<file path="src/rtl/bus_arbiter_pkg.sv">
// Shared definitions for the bus arbiter: policy codes, FSM states and small
// helpers used by the arbiter, its interface and its round-robin picker.
package bus_arbiter_pkg;

  localparam int BUS_MODE_FIXED = 0;
  localparam int BUS_MODE_RR    = 1;

  localparam int MAX_COUNT = 16;
  localparam int HOLD_W    = 8;

  typedef enum logic {
    BUS_ST_IDLE  = 1'b0,
    BUS_ST_OWNED = 1'b1
  } bus_state_e;

  // Owner index width; a single-source bus still carries a 1-bit index.
  function automatic int owner_w(input int count);
    return (count > 1) ? $clog2(count) : 1;
  endfunction

  function automatic logic [3:0] onehot_to_idx(input logic [MAX_COUNT-1:0] oh);
    logic [3:0] idx;
    idx = '0;
    for (int i = 0; i < MAX_COUNT; i++) begin
      if (oh[i]) idx = idx | 4'(i);
    end
    return idx;
  endfunction

endpackage

</file>
<file path="src/rtl/bus_arbiter_if.sv">
// Shared-bus bundle: sources drive data/requests (master), the arbiter drives
// the registered grant, owner index and bus value (slave).
interface bus_arbiter_if
  import bus_arbiter_pkg::*;
#(
  parameter int WIDTH = 8,
  parameter int COUNT = 4
);

  localparam int OW = owner_w(COUNT);

  logic [WIDTH*COUNT-1:0] in;
  logic [COUNT-1:0]       req;
  logic                   lock;
  logic [COUNT-1:0]       grant;
  logic [OW-1:0]          owner;
  logic [WIDTH-1:0]       out;
  logic                   valid;

  modport master (
    output in, req, lock,
    input  grant, owner, out, valid
  );

  modport slave (
    input  in, req, lock,
    output grant, owner, out, valid
  );

endinterface

</file>
<file path="src/rtl/bus_arbiter_rr_pick.sv">
// One-hot picker: returns the first set req bit at or above the one-hot start
// position, wrapping around; start = bit 0 degenerates to lowest-index-wins.
module rr_pick #(
  parameter int COUNT = 4
) (
  input  logic [COUNT-1:0] req,
  input  logic [COUNT-1:0] start,
  output logic [COUNT-1:0] win
);

  logic [2*COUNT-1:0] dreq;
  logic [2*COUNT-1:0] dgnt;

  // Subtracting the start bit from the doubled request vector borrows through
  // the zeros below the first request at/after start; masking isolates it.
  assign dreq = {req, req};
  assign dgnt = dreq & ~(dreq - {{COUNT{1'b0}}, start});
  assign win  = dgnt[COUNT-1:0] | dgnt[2*COUNT-1:COUNT];

endmodule

</file>
<file path="src/rtl/bus_arbiter.sv">
// Registered shared-bus arbiter: fixed-priority or round-robin grant with
// optional owner lock bounded by a hold cap; winner's data is registered out.
module bus_arbiter
  import bus_arbiter_pkg::*;
#(
  parameter int WIDTH    = 8,
  parameter int COUNT    = 4,
  parameter int MODE     = BUS_MODE_FIXED,
  parameter int HOLD     = 1,
  parameter int MAX_HOLD = 8
) (
  input  logic            clk,
  input  logic            rst_n,
  bus_arbiter_if.slave    bus
);

  localparam int                OW         = owner_w(COUNT);
  localparam logic [HOLD_W-1:0] MAX_HOLD_C = HOLD_W'(MAX_HOLD);

  bus_state_e        state;
  logic [HOLD_W-1:0] hold_cnt;
  logic [OW-1:0]     rr_ptr;

  logic [COUNT-1:0]  start;
  logic [COUNT-1:0]  win;
  logic [OW-1:0]     win_idx;
  logic [OW-1:0]     next_idx;
  logic [WIDTH-1:0]  data_sel;
  logic              keep;
  int                nxt;

  // Search origin: bit 0 for fixed priority, one past the last winner for RR.
  // NOTE: every variable written in an always_comb gets a default first, so
  // no path leaves it unassigned and no latch is inferred.
  always_comb begin
    nxt = 0;
    if (MODE == BUS_MODE_RR && int'(rr_ptr) < COUNT - 1) nxt = int'(rr_ptr) + 1;
    start      = '0;
    start[nxt] = 1'b1;
  end

  rr_pick #(.COUNT(COUNT)) u_pick (
    .req   (bus.req),
    .start (start),
    .win   (win)
  );

  assign win_idx = OW'(onehot_to_idx(MAX_COUNT'(win)));

  // Once the cap is reached the owner loses its lock and must re-arbitrate;
  // in RR mode rr_ptr already points at it, so it has lowest priority.
  assign keep = (state == BUS_ST_OWNED) && bus.req[bus.owner] && bus.lock &&
                (hold_cnt < MAX_HOLD_C);

  assign next_idx = keep ? bus.owner : win_idx;
  assign data_sel = bus.in[int'(next_idx)*WIDTH +: WIDTH];

  // NOTE: sequential state uses non-blocking assignments only, so every
  // register samples pre-edge values regardless of statement order.
  always_ff @(posedge clk) begin
    // NOTE: reset is synchronous and covers every register here; there is no
    // storage array, so nothing is left to power up undefined.
    if (!rst_n) begin
      state     <= BUS_ST_IDLE;
      hold_cnt  <= '0;
      rr_ptr    <= OW'(COUNT - 1);
      bus.grant <= '0;
      bus.owner <= '0;
      bus.out   <= '0;
      bus.valid <= 1'b0;
    end else if (keep) begin
      hold_cnt  <= hold_cnt + HOLD_W'(1);
      bus.out   <= data_sel;
      bus.valid <= 1'b1;
    end else if (|bus.req) begin
      state     <= BUS_ST_OWNED;
      hold_cnt  <= HOLD_W'(1);
      rr_ptr    <= win_idx;
      bus.grant <= win;
      bus.owner <= win_idx;
      bus.out   <= data_sel;
      bus.valid <= 1'b1;
    end else begin
      state     <= BUS_ST_IDLE;
      bus.grant <= '0;
      bus.valid <= 1'b0;
      if (HOLD == 0) bus.out <= '0;
    end
  end

endmodule

</file>
<file path="src/flat_wrapper.sv">
// flat-port wrapper written by rule: the top's interface ports become plain ports
module bus_arbiter_flat import bus_arbiter_pkg::*;
#(
  parameter int WIDTH    = 8,
  parameter int COUNT    = 4,
  parameter int MODE     = BUS_MODE_FIXED,
  parameter int HOLD     = 1,
  parameter int MAX_HOLD = 8
)
  (clk, rst_n, bus_in, bus_req, bus_lock, bus_grant, bus_owner, bus_out, bus_valid);
  bus_arbiter_if #(.WIDTH(WIDTH), .COUNT(COUNT)) bus_i ();
  input  logic clk;
  input  logic rst_n;
  input wire logic [$bits(bus_i.in)-1:0] bus_in;
  input wire logic [$bits(bus_i.req)-1:0] bus_req;
  input wire logic [$bits(bus_i.lock)-1:0] bus_lock;
  output wire logic [$bits(bus_i.grant)-1:0] bus_grant;
  output wire logic [$bits(bus_i.owner)-1:0] bus_owner;
  output wire logic [$bits(bus_i.out)-1:0] bus_out;
  output wire logic [$bits(bus_i.valid)-1:0] bus_valid;
  assign bus_i.in = bus_in;
  assign bus_i.req = bus_req;
  assign bus_i.lock = bus_lock;
  assign bus_grant = bus_i.grant;
  assign bus_owner = bus_i.owner;
  assign bus_out = bus_i.out;
  assign bus_valid = bus_i.valid;
  bus_arbiter #(.WIDTH(WIDTH), .COUNT(COUNT), .MODE(MODE), .HOLD(HOLD), .MAX_HOLD(MAX_HOLD)) u_core (.clk(clk), .rst_n(rst_n), .bus(bus_i));
endmodule
</file>
<file path="config.mk">
export PLATFORM = sky130hd
export DESIGN_NAME = bus_arbiter_flat
export DESIGN_NICKNAME = d
export VERILOG_FILES = /design/src/rtl/bus_arbiter_pkg.sv /design/src/rtl/bus_arbiter_if.sv /design/src/rtl/bus_arbiter_rr_pick.sv /design/src/rtl/bus_arbiter.sv /design/src/flat_wrapper.sv
export SDC_FILE = /design/constraint.sdc
export NUM_CORES = 1
export LEC_CHECK = 0
export ABC_CLOCK_PERIOD_IN_PS = 2200
export CORE_ASPECT_RATIO = 0.75
export CORE_MARGIN = 2
export CORE_UTILIZATION = 31
export DETAILED_ROUTE_END_ITERATION = 10
export GPL_TIMING_DRIVEN = 0
export PLACE_DENSITY_LB_ADDON = 0.2
export SLEW_MARGIN = 20
export SYNTH_ARGS = -nofsm -noshare
export SYNTH_HDL_FRONTEND = slang
export SYNTH_SLANG_ARGS = --single-unit
</file>
<file path="constraint.sdc">
create_clock -name clk -period 2.2 [get_ports clk]
set_input_delay 0.44 -clock clk [delete_from_list [all_inputs] [get_ports clk]]
set_output_delay 0.44 -clock clk [all_outputs]
set_load 0.005 [all_outputs]
</file>
==> results of run 1 <==
[power by group through the flow]
stage / Sequential (W) / Clock (W) / Combinational, W
floorplan: 0.000488 / 0 / 0.000106
global placement: 0.000486 / 0 / 0.000241
detailed placement: 0.000488 / 0 / 0.000246
CTS: 0.000479 / 0.000398 / 0.000264
global route: 0.000483 / 0.000414 / 0.000302
finish: 0.000479 / 0.000386 / 0.000281
[worst paths after layout]
check | startpoint | end | slack [ns] | depth (start not counted)
hold / removal | bus_req[0] | u_core.bus.grant[0]$_SDFFE_PN0N_ | 0.46 | 3
setup / recovery | bus_req[3] | u_core.bus.out[2]$_SDFFE_PN0P_ | 0.02 | 8
hold reg to reg | u_core.hold_cnt[4]$_SDFFE_PN0P_ | u_core.hold_cnt[4]$_SDFFE_PN0P_ | 0.46 | 2
setup reg to reg | u_core.bus.owner[1]$_SDFFE_PN0P_ | u_core.bus.out[2]$_SDFFE_PN0P_ | 0.03 | 7
[worst max-delay path: stages]
cell and delay [ns]:
dlygate4sd2_1 0.28, mux4_2 0.52, nand3_4 0.14, mux2i_4 0.28, buf_12 0.16, buf_12 0.11
mux2i_1 0.22, o221ai_1 0.16
[metrics by stage]
stage / std cells / worst slack, ns / setup TNS, ns / instance area [µm²] / hold slack (ns)
floorplan: 123 / 0.00253 / 0 / 1210 / 0.441
global placement: 227 / -0.801 / -9.20 / 1790 / 0.447
detailed placement: 227 / -0.724 / -7.70 / 1800 / 0.451
CTS: 236 / -0.0160 / -0.0160 / 1930 / 0.462
global route: 237 / -0.0156 / -0.0390 / 1980 / 0.488
finish: 237 / 0.0212 / 0 / 1980 / 0.462
[kinds of logic (layout without fill, tap and decap cells)]
kind of cell,Yosys count,in the layout,share of synthesized area [%]
flip-flops,24,24,39.8
buffers and inverters,10,72,5.08
AO/OA/AOI/OAI,27,27,15.7
AND/OR/NAND/NOR,42,42,20.5
adder cells (fa/ha/maj),1,1,1.04
multiplexers,19,19,17.8
[Yosys cell counts, types with 2 or more instances]
| cell | n | share of area (%) |
|---|---|---|
| o221ai_1 | 8 | 5.8 |
| nor2_1 | 8 | 2.5 |
| o21ai_0 | 6 | 2.5 |
| inv_1 | 5 | 1.6 |
| a21oi_1 | 5 | 2.1 |
| clkbuf_1 | 2 | 0.62 |
| mux2i_1 | 17 | 14 |
| nand2_1 | 15 | 4.7 |
| and3_2 | 2 | 1.2 |
| dfxtp_1 | 24 | 40 |
| nand3b_1 | 2 | 1.2 |
| a21boi_0 | 5 | 3.1 |
| nor2b_1 | 4 | 2.1 |
[area by class of cell]
class	instances	share of cell area, %
clock buffer	3	2.09
clock inverter	1	1.52
multi-input combinational	89	35.4
buffer	5	2.15
tap	52	3.29
timing repair buffer	58	30.2
sequential	24	24.4
inverter	5	0.949
[what timing repair did]
| action | 4_1_cts | 5_1_grt |
|---|---|---|
| endpoints found under the hold margin | 0 | 0 |
| setup buffers | 4 | 1 |
| gates resized for setup | 6 | 8 |
| endpoints found under the setup margin | 11 | 8 |
| cloned | 1 | 0 |
[metal layers]
metal  GRT usage [%]  wire length [µm]
met1            18.4              1470
met4            3.90                27
met5               0                 0
met2            26.7              1670
met3            3.89               111
[registers in the layout (all words and copies together) (netlist names)]
name / count
u_core.bus.out: 8
u_core.hold_cnt: 8
u_core.bus.owner: 2
u_core.bus.valid: 1
u_core.state: 1
u_core.bus.grant: 4
==> impl_metrics.py, run 1 <==
metrics = {
    "worst_setup_path": {
        "start_kind": "input port",
        "crit_type": "in2reg",
        "cp.arrival_ns": 2.31,
        "cp-end-kind": "register",
        "critPathRequiredTime_ns": 2.33,
        "crit_fanout": 5,
    },
    "job": {
        "drv_cap": 0,
    },
    "timing": {
        "finalSetupViolCount": 0,
        "fin_crit_sh_pct": 99.0,
        "layout_min_cycle_time_ns": 2.18,
        "worst_slew_pin_slew_ns": 0.739,
        "clock_skew_ns": 0.00331,
        "finalHoldViolCount": 0,
        "max_freq_ghz": 0.459,
        "drv_slew": 0,
        "max_slew_margin_pct": 50.3,
    },
    "final_layout": {
        "drive_gt1_share_pct": 14.6,
        "multi_input_area_um2": 701,
        "antenna_cells": 0,
        "syn_to_final_growth_pct": 64.0,
        "fin_nets": 226,
        "fill_cells": 348,
        "seqCellArea_um2": 482,
        "final_util_pct": 53.7,
        "final_cell_mix": "49 x clkdlybuf4s50_1, 23 x dfxtp_1, 15 x nand2_1, 15 x mux2i_1",
        "layout_commonest_cell": "clkdlybuf4s50_1",
    },
    "floorplanning": {
        "row_count": 19,
        "dieArea_um2": 4410,
        "fp.dieH_um": 58.0,
        "ios": 54,
        "initial_core_util_pct": 32.7,
        "die_w_um": 76.0,
        "core_area_um2": 3680,
    },
    "clock_tree": {
        "cts_tree": "yes",
        "cts_buffers": 3,
        "cts_max_level": 1,
        "clock_sinks": 24,
        "clk_path_buf_depth": 2,
        "clkTransAtPathRegs_ns": 0.09,
        "clk-insertion-delay-late_ns": 0.27,
        "cts_hold_buf": 0,
        "cts_root_buf": "clkbuf_8",
    },
    "route": {
        "vias": 1148,
        "drt_wl_total_mm": 3.28,
        "wl_per_cell_um": 13.8,
        "ant_nets": 0,
        "drt_pass1_iterations": 4,
        "post-route-drc-count": 0,
        "drt_iter0_drc": 46,
        "vias_per_cell": 4.84,
    },
    "synth": {
        "async_reset_ff_share_pct": 0,
        "synth-main-ff-cell": "dfxtp_1",
        "syn_area_per_cell_um2": 9.81,
        "netlist_instances": 123,
        "synthDistinctLibCells": 33,
        "synth-seq-cells": 24,
        "ys_seq_area_share_pct": 39.8,
        "syn_nets": 163,
        "synth_area_um2": 1210,
        "synth_edf_count": 0,
        "ys_warn_count": 0,
    },
    "pwr": {
        "switchingPower_w": 0.000262,
        "p_int_w": 0.000883,
        "swShare_pct": 22.9,
        "power.share.clock_pct": 33.7,
        "pwr-share-seq_pct": 41.8,
        "pwr-share-comb_pct": 24.5,
        "irDropWorstVdd_mv": 0.363,
        "power.leakage_nw": 0.789,
        "p_per_area_nw_per_um2": 579,
        "report.power.total_w": 0.00115,
    },
    "global_routing": {
        "grt_pass1_wl_mm": 5.22,
        "grt_overflow_total": 0,
        "grt_antenna_before_repair": 0,
        "grt_start_max_net_pins": 15,
        "grt_use_total_pct": 15.0,
        "grt_pass1_vias": 1155,
    },
    "hold_path": {
        "hp-class": "in2reg",
    },
    "place": {
        "gp_congestion": 0.917,
        "hpwl_mm": 2.46,
        "port_buffers": 52,
    },
    "outcome": {
        "status": "finished clean",
    },
}
No activity file was read; power rests on OpenSTA's default activity.
==> inputs of run 2 (changes only) <==
Settings changed: ABC_CLOCK_PERIOD_IN_PS 2200 to unset.
==> results of run 2 <==
Same layout as run 1: the final DEF is identical, and so are final timing and power.
==> inputs of run 3 (changes only) <==
Settings changed: CAP_MARGIN set to 20, CORE_MARGIN 2 to 10, SYNTH_HIERARCHICAL set to 1.
==> impl_metrics.py, run 3 <==
metrics = {
    "synth": {
        "synth_most_common_cell": "dfxtp_1",
        "synth-seq-cells": 24,
        "synthDistinctLibCells": 44,
        "netlist_instances": 157,
        "synthTopCellsByArea": "dfxtp_1 34%, mux2_1 7.1%, a221o_1 5.6%, a21oi_1 5.3%, nor2_1 3.9%",
        "synth-main-ff-cell": "dfxtp_1",
        "synth_top_area_share_pct": 33.7,
        "synth_top_family_by_area": "compound AO/OA/AOI/OAI gates",
        "syn_area_per_cell_um2": 9.09,
        "synth_common_cells": "24 x dfxtp_1, 15 x a21oi_1, 15 x nor2_1",
        "yosysTopAreaCell": "dfxtp_1",
        "synth_simple_gate_area_share_pct": 23.1,
        "async_reset_ff_share_pct": 0,
        "ys_seq_area_share_pct": 33.7,
        "muxShareOfSynthArea_pct": 10.9,
        "synthXorXnorAreaFrac_pct": 0.613,
        "ys_warn_count": 6,
        "synth_edf_count": 0,
        "synth_area_um2": 1430,
        "yosys.area_share.adder_pct": 4.91,
        "synth_compound_area_share_pct": 23.6,
    },
    "worst_setup_path": {
        "r2r-start": "u_core/hold_cnt[7]$_SDFFE_PN0P_",
        "path_depth": 12,
        "crit_fanout": 8,
        "cp-end-kind": "register",
        "slowest_delay_ns": 0.35,
        "crit_type": "in2reg",
        "cp.arrival_ns": 2.70,
        "cpLargestDelayFamily": "simple AND/OR/NAND/NOR gates",
        "crit_buf_inv": 1,
        "r2r_slack_ns": -0.16,
        "path_cells": "buf_12, nor2b_4, fa_2, and2b_1, o21ai_2, nor4b_4, o31a_1, nor2_4, o41a_4, nor2_8, mux2_1, a221o_1",
        "worstSetupStartpoint": "bus_req[0]",
        "reg2reg_depth": 5,
        "r2r-end": "u_core/bus.out[2]$_SDFFE_PN0P_",
        "crit_slowest_cell": "mux2_1",
        "start_kind": "input port",
        "critPathRequiredTime_ns": 2.36,
    },
    "final_layout": {
        "drive_gt1_share_pct": 18.2,
        "layout_commonest_cell": "clkdlybuf4s50_1",
        "largestRegisters": "u_core/bus.out x8, u_core/hold_cnt x8, u_core/bus.grant x4",
        "syn_to_final_growth_pct": 58.9,
        "fin_nets": 270,
        "fin_cells": 282,
        "antenna_cells": 0,
        "final_cell_mix": "48 x clkdlybuf4s50_1, 23 x dfxtp_1, 15 x a21oi_1",
    },
    "hold_path": {
        "hold_depth": 2,
        "holdPathEnd": "u_core/bus.grant[0]$_SDFFE_PN0N_",
        "hold_path.startpoint": "u_core/bus.grant[0]$_SDFFE_PN0N_",
        "hp-class": "reg2reg",
    },
    "route": {
        "drt_iter0_drc": 127,
        "vias": 1449,
        "ant_nets": 0,
        "wl_per_cell_um": 15.7,
        "drt_pass1_iterations": 4,
        "drt_wl_total_mm": 4.44,
        "post-route-drc-count": 0,
        "vias_per_cell": 5.14,
    },
    "timing": {
        "fin_hold_ws_ns": 0.464,
        "tns_ns": -2.57,
        "max_slew_margin_pct": 47.0,
        "fin_crit_sh_pct": 115,
        "rsz0062_at_grt": "yes",
        "finalHoldViolCount": 0,
        "max_freq_ghz": 0.394,
        "clock_skew_ns": 0.00526,
        "drv_slew": 0,
        "finalSetupViolCount": 8,
        "layout_min_cycle_time_ns": 2.54,
        "finalWorstSetupSlack_ns": -0.339,
        "worst_slew_pin_slew_ns": 0.787,
    },
    "pwr": {
        "p_per_area_nw_per_um2": 615,
        "p_int_w": 0.00101,
        "report.power.total_w": 0.00140,
        "pwr-share-comb_pct": 35.8,
        "pwr-share-seq_pct": 36.4,
        "swShare_pct": 27.5,
        "power.share.clock_pct": 27.7,
        "power.leakage_nw": 0.890,
        "irDropWorstVdd_mv": 0.326,
        "switchingPower_w": 0.000384,
    },
    "clock_tree": {
        "clk-insertion-delay-late_ns": 0.27,
        "cts_max_level": 1,
        "clock_sinks": 24,
        "cts_buffers": 3,
        "cts_tree": "yes",
        "clkTransAtPathRegs_ns": 0.09,
        "cts_root_buf": "clkbuf_8",
        "clk_path_buf_depth": 2,
    },
    "global_routing": {
        "use_met2_pct": 18.5,
        "grt_use_total_pct": 11.0,
        "use_met1_pct": 13.6,
        "grt_start_max_net_pins": 15,
        "grt_overflow_total": 0,
        "top_usage_layer": "met2",
        "use_met3_pct": 3.46,
        "grt_pass1_vias": 1468,
        "grt_antenna_before_repair": 0,
        "grt_pass1_wl_mm": 7.20,
    },
    "job": {
        "drv_cap": 0,
    },
    "place": {
        "port_buffers": 53,
        "hpwl_mm": 3.43,
        "post-place-cells": 271,
        "dpl_worst_slack_ns": -1.44,
        "gp_congestion": 0.744,
    },
    "floorplanning": {
        "initial_core_util_pct": 32.0,
        "row_count": 21,
        "core_area_um2": 4470,
        "die_w_um": 98.4,
        "dieArea_um2": 7750,
        "ios": 54,
        "fp.dieH_um": 78.8,
    },
    "outcome": {
        "status": "complete, but fails checks",
        "violations": "setup timing",
    },
}
==> run 3: cell types whose count changed after synthesis, sizes merged, moves of 4 or more <==
cell,change
mux2i,-16
nand2,-12
a21oi,+10
mux2,+10
nand3,+9
a221o,+8
nor2,+8
o221ai,-8
o21ai,+5
a211oi,+4
a21boi,-4
==> run 3: kinds of logic (layout without fill, tap and decap cells) <==
kind of cell,count (synthesis),in the layout
adders and majority gates,5,5
AOI/OAI and AO/OA,47,47
and+or+nand+nor,55,55
buffers and inverters,10,74
muxes,13,13
DFF,24,24
other,2,6
xor gates and xnor gates,1,1
==> run 3: stage by stage <==
stage,cell area [µm²],util (%)
floorplan,1450,-
global placement,2050,46.0
detailed placement,2050,46.0
CTS,2210,49.5
global route,2270,50.8
finish,2270,50.8
==> run 3: what timing repair did <==
| action | CTS | global route |
|---|---|---|
| hold buffers | 0 | 0 |
| endpoints found under the setup margin | 14 | 13 |
| buffers inserted | 6 | 1 |
| pin swaps | 7 | 5 |
| gates resized for setup | 32 | 9 |
==> run 3: layer usage <==
metal / up-vias / part of all wire [%]
li1: 730 / -
met5: - / 0
met3: 4 / 4.6
met4: 0 / 0.47
met2: 27 / 50
met1: 688 / 45
==> run 3: layout make-up <==
cell class                      count  area (µm²)
Clock buffer                        3        41.3
Sequential cell                    24         482
Clock inverter                      1        30.0
Tap cell                           57        71.3
Multi-Input combinational cell    127        1000
Buffer                              3        12.5
Fill cell                         448        2200
Inverter                            7        28.8
Timing Repair Buffer               60         598
==> run 3: power groups by stage <==
stage / clock (W) / sequential (W) / combinational, W
floorplan: 0 / 0.000517 / 0.000236
global placement: 0 / 0.000516 / 0.000442
detailed placement: 0 / 0.000517 / 0.000444
CTS: 0.000391 / 0.000508 / 0.000479
global route: 0.000409 / 0.000516 / 0.000545
finish: 0.000387 / 0.000508 / 0.000500
==> run 3: how the worst max path moves through the flow <==
stage	slack, ns	end
6_report	-0.34	u_core/bus.out[2]$_SDFFE_PN0P_
4_1_cts	-0.37	u_core/bus.out[1]$_SDFFE_PN0P_
3_5_place_dp	-1.44	u_core/bus.out[6]$_SDFFE_PN0P_
2_1_floorplan	-0.42	u_core/bus.out[7]$_SDFFE_PN0P_
5_1_grt	-0.45	u_core/bus.out[7]$_SDFFE_PN0P_
3_3_place_gp	-1.42	u_core/bus.out[1]$_SDFFE_PN0P_
==> run 3: worst register-to-register path, stage by stage (launching register included) <==
cell and delay (ns):
dfxtp_1 0.33, or3b_2 0.53, o41a_4 0.53, nor2_8 0.23, mux2_1 0.35, a221o_1 0.29
